File: src/rtl/fancy_timer_param.sv
// fancy_timer_param
//   Hunts a serial stream for a start pattern, shifts in a DELAY_W-bit delay
//   (MSB first), then counts (delay+1)*TICKS_PER_UNIT cycles while showing the
//   remaining units, and finally holds `done` until the host acknowledges.
//   `abort` returns the block to SEARCH from any state.
//
// Ports
//   clk       in   single clock, rising edge
//   reset     in   synchronous, active-high reset
//   data      in   serial input, sampled every edge
//   ack       in   host acknowledge, only honoured in DONE
//   abort     in   cancel any operation, return to SEARCH
//   counting  out  high while counting down
//   done      out  high while waiting for ack
//   count     out  remaining delay units while counting, else 0
module fancy_timer_param #(
  parameter int                   PATTERN_W      = 4,
  parameter logic [PATTERN_W-1:0] PATTERN        = 4'b1101,
  parameter int                   DELAY_W        = 4,
  parameter int                   TICKS_PER_UNIT = 1000
) (
  input  logic               clk,
  input  logic               reset,
  input  logic               data,
  input  logic               ack,
  input  logic               abort,
  output logic               counting,
  output logic               done,
  output logic [DELAY_W-1:0] count
);

  localparam int FILL_W = $clog2(PATTERN_W);
  localparam int SH_W   = $clog2(DELAY_W + 1);
  localparam int TICK_W = (TICKS_PER_UNIT > 1) ? $clog2(TICKS_PER_UNIT) : 1;

  localparam logic [FILL_W-1:0] FILL_MAX  = FILL_W'(PATTERN_W - 1);
  localparam logic [SH_W-1:0]   SH_LAST   = SH_W'(DELAY_W - 1);
  localparam logic [TICK_W-1:0] TICK_LAST = TICK_W'(TICKS_PER_UNIT - 1);

  localparam logic [1:0] S_SEARCH = 2'd0;
  localparam logic [1:0] S_LOAD   = 2'd1;
  localparam logic [1:0] S_COUNT  = 2'd2;
  localparam logic [1:0] S_DONE   = 2'd3;

  logic [1:0]           state_q,  state_d;
  logic [PATTERN_W-2:0] hist_q,   hist_d;
  logic [FILL_W-1:0]    fill_q,   fill_d;
  logic [SH_W-1:0]      shcnt_q,  shcnt_d;
  logic [DELAY_W-1:0]   remain_q, remain_d;
  logic [TICK_W-1:0]    tick_q,   tick_d;

  // Shifted versions built structurally so 1-bit-wide corner cases
  // (PATTERN_W==2, DELAY_W==1) never elaborate a reversed slice.
  logic [PATTERN_W-2:0] hist_shift;
  logic [DELAY_W-1:0]   remain_shift;
  logic [PATTERN_W-1:0] window;

  generate
    if (PATTERN_W == 2) begin : g_hist1
      assign hist_shift = data;
    end else begin : g_histn
      assign hist_shift = {hist_q[PATTERN_W-3:0], data};
    end
    if (DELAY_W == 1) begin : g_rem1
      assign remain_shift = data;
    end else begin : g_remn
      assign remain_shift = {remain_q[DELAY_W-2:0], data};
    end
  endgenerate

  // Oldest history bit lands in the pattern MSB.
  assign window = {hist_q, data};

  always_comb begin
    state_d  = state_q;
    hist_d   = hist_q;
    fill_d   = fill_q;
    shcnt_d  = shcnt_q;
    remain_d = remain_q;
    tick_d   = tick_q;

    if (abort) begin
      // Abort wins over ack and every transition; in SEARCH it also
      // throws away this cycle's data bit.
      state_d = S_SEARCH;
      hist_d  = '0;
      fill_d  = '0;
    end else begin
      case (state_q)
        S_SEARCH: begin
          hist_d = hist_shift;
          if (fill_q != FILL_MAX) fill_d = fill_q + 1'b1;
          // Fill qualification: history must be made of real samples,
          // otherwise a zero-prefixed pattern would match the cleared regs.
          if (fill_q == FILL_MAX && window == PATTERN) begin
            state_d = S_LOAD;
            shcnt_d = '0;
          end
        end
        S_LOAD: begin
          remain_d = remain_shift;
          shcnt_d  = shcnt_q + 1'b1;
          if (shcnt_q == SH_LAST) begin
            state_d = S_COUNT;
            tick_d  = '0;
          end
        end
        S_COUNT: begin
          if (tick_q == TICK_LAST) begin
            tick_d = '0;
            if (remain_q == '0) state_d = S_DONE;
            else                remain_d = remain_q - 1'b1;
          end else begin
            tick_d = tick_q + 1'b1;
          end
        end
        S_DONE: begin
          if (ack) state_d = S_SEARCH;
        end
        default: state_d = S_SEARCH;
      endcase
    end

    // Every return to SEARCH starts pattern hunting from scratch.
    if (state_q != S_SEARCH && state_d == S_SEARCH) begin
      hist_d = '0;
      fill_d = '0;
    end
  end

  always_ff @(posedge clk) begin
    if (reset) begin
      state_q  <= S_SEARCH;
      hist_q   <= '0;
      fill_q   <= '0;
      shcnt_q  <= '0;
      remain_q <= '0;
      tick_q   <= '0;
    end else begin
      state_q  <= state_d;
      hist_q   <= hist_d;
      fill_q   <= fill_d;
      shcnt_q  <= shcnt_d;
      remain_q <= remain_d;
      tick_q   <= tick_d;
    end
  end

  assign counting = (state_q == S_COUNT);
  assign done     = (state_q == S_DONE);
  assign count    = counting ? remain_q : '0;

endmodule

File: config.mk
export PLATFORM = sky130hd
export DESIGN_NAME = fancy_timer_param
export DESIGN_NICKNAME = d
export VERILOG_FILES = /design/src/rtl/fancy_timer_param.sv
export SDC_FILE = /design/constraint.sdc
export NUM_CORES = 1
export LEC_CHECK = 0
export CAP_MARGIN = 20
export CORE_ASPECT_RATIO = 1.2
export CORE_UTILIZATION = 61
export CTS_CLUSTER_SIZE = 28
export DETAILED_ROUTE_END_ITERATION = 16
export HOLD_SLACK_MARGIN = 0.08
export PLACE_DENSITY = 0.91
export SETUP_SLACK_MARGIN = 0.1
export SLEW_MARGIN = 0
export SYNTH_ARGS = -nofsm -noshare
export SYNTH_HDL_FRONTEND = slang
export SYNTH_SLANG_ARGS = --single-unit
File: constraint.sdc
create_clock -name clk -period 3.65 [get_ports clk]
set_input_delay 0.73 -clock clk [delete_from_list [all_inputs] [get_ports clk]]
set_output_delay 0.73 -clock clk [all_outputs]
set_load 0.05 [all_outputs]
==> reports/qor.txt <==
post-route ant nets - 0
post-route worst hold slack - 0.4954 ns
CP Launch Type - flip-flop
Crit Path Max Fanout - 14
Die Y-Extent - 53.94 um
routed via count - 1222
min-delay worst type - flip-flop to flip-flop
initial DRC count - 36
Final Skew - 0.0007308 ns
# port buffers - 10
TritonCTS Buffers - 3
Async S/R FF share, synth - 0
RSZ-0062 raised after global routing - no
DIE AREA - 2442 sq um
Final Hold Vio Count - 0
root buffer cell - clkbuf_4
final instance area - 1513 sq um
clk slew on worst S/H paths - 0.13 ns
Final setup viols - 0
vias in the first global route - 1065
synthesis warning total - 0
leakage - 0.5018 nW
Cell Area, Synth - 1371 sq um
DP Area - 1490 sq um
Vias/cell - 6.141
ANT cells - 0
Main synth FF type - dfxtp_1
Initial Util - 0.6547
setup TNS - 0 ns
CTS Buffer Depth - 2
WL final - 2796 um
Layout area overhead - 10.31%
PD cells - 265.0 nW/um^2
Final #Nets - 185
syn_nets - 175
# DRC - 0
most frequent cells in the layout - 24 x dfxtp_1, 16 x nor2_1, 12 x a21oi_1, 11 x nand2_1, 10 x clkdlybuf4s50_1
crit share post-route - 0.8870
Worst VDD drop - 192.4 uV
status - complete, no violations
Final Max Slew Viols - 0
Syn Area/Cell - 8.517 sq um
clk_lat worst skew - 0.32 ns
Worst-Margin Slew - 0.6964 ns
most common cell after layout, fill and taps aside - dfxtp_1
post-CTS resize count - 0
Critical Path AT - 2.51 ns
Final min period - 3.238 ns
grt ovf - 0
Core Area - 2095 sq um
setup bufs post-CTS - 0
Synth Instances - 161
Required @ worst endpoint - 2.92 ns
register area share after synthesis - 0.3504
IO Pins - 11
H-tree depth - 1
largest net degree at the start of global routing - 18
Max Cap Viol - 0
CTS hold repair buffers - 0
Max-slew headroom - 0.5224
antenna violations before repair - 0
Detailed Place HPWL - 2082 um
first-pass iteration count of the detailed router - 4
GPL Wtd Cong - 0.8345
Max Clk Rate - 0.3089 GHz
CTS Sinks - 24
Die W - 45.28 um
EDFF count, synth - 0
first-pass GRT wire length - 4478 um
CTS tree - built
Avg WL per Cell - 14.05 um
Row Count - 18
crit path kind - flip-flop to output pin
GRT Util Overall - 0.2526
post-synth cell types - 45
crit end category - output pin
Seq cells post-synth - 24
share of cells above drive strength 1 - 0.02959
registers in the layout, summed over array words and instances, names as in the netlist:
name,cells
fill_q,2
hist_q,3
remain_q,4
shcnt_q,3
state_q,2
tick_q,10
cell usage after synthesis, drive strengths merged, types with 2 or more instances:
master	instances	area [sq um]
or3	3	23.77
nand2	11	41.29
nor4	3	18.77
and2	3	18.77
a22o	3	26.28
dfxtp	24	480.5
clkbuf	4	15.01
o41ai	2	17.52
nor2b	4	25.02
o31ai	7	52.55
a21o	3	22.52
nor2	16	60.06
xnor2	6	52.55
a31oi	2	12.51
nor3b	3	22.52
ha	9	112.6
o21ai	5	25.02
nand2b	2	12.51
nor4b	3	26.28
a21oi	12	60.06
or4b	2	20.02
nand4	4	25.02
nand3	2	10.01
inv	8	30.03
per-stage QoR:
| step | util | instances | setup slack [ns] | power (mW) |
|---|---|---|---|---|
| after floorplan | - | 161 | 0.7691 | 0.2809 |
| after CTS | 0.7222 | 199 | 0.4088 | 0.4037 |
| after global routing | 0.7222 | 199 | 0.2134 | 0.4130 |
| after global placement | 0.7115 | 196 | 0.8829 | 0.2883 |
| final | 0.7222 | 199 | 0.4124 | 0.4008 |
| after detailed placement | 0.7115 | 196 | 0.7830 | 0.2889 |
power breakdown:
part / internal, mW / switching, mW
sequential: 0.264 / 0.00135
combinational: 0.00815 / 0.00993
clock: 0.0387 / 0.0789
path summary, 6_finish.rpt:
| kind | from | endpoint | slack, ns | depth (start not counted) |
|---|---|---|---|---|
| min reg2reg | shcnt_q[2]$_SDFFE_PP0P_ | shcnt_q[2]$_SDFFE_PP0P_ | 0.50 | 2 |
| min | shcnt_q[2]$_SDFFE_PP0P_ | shcnt_q[2]$_SDFFE_PP0P_ | 0.50 | 2 |
| max | state_q[1]$_SDFF_PP0_ | count[0] | 0.41 | 4 |
| max reg2reg | state_q[1]$_SDFF_PP0_ | tick_q[9]$_SDFFE_PP0P_ | 1.34 | 5 |
final cells by class:
class	instances	area, sq um
repair buffers	10	100.1
fillers	172	581.8
flip-flops and latches	24	480.5
inverters	9	33.78
well taps	30	37.54
multi-input cells	123	838.3
clock buffers	3	22.52
layer usage:
layer,wire [um],GRT usage,vias up
met3,99,0.04027,7
met1,1273,0.3147,577
li1,-,-,609
met2,1359,0.4130,29
met4,63,0.1364,0
met5,0,0,-
cells by family (layout without fill, tap and decap cells):
group	after synthesis	after routing	synth area share
multiplexers	2	2	0.01551
adder cells (fa/ha/maj)	9	9	0.08212
buffers and inverters	14	22	0.03831
AND/OR/NAND/NOR	63	63	0.2637
AO/OA/AOI/OAI	42	42	0.2053
flip-flops	24	24	0.3504
XOR/XNOR	7	7	0.04471
critical path, stage by stage (launching register included):
cell and delay [ns]:
dfxtp_1 0.44, ha_1 0.46, clkinv_1 0.33, nor2_1 0.15, clkdlybuf4s50_1 0.81
Power figures use the tool's default switching activity.
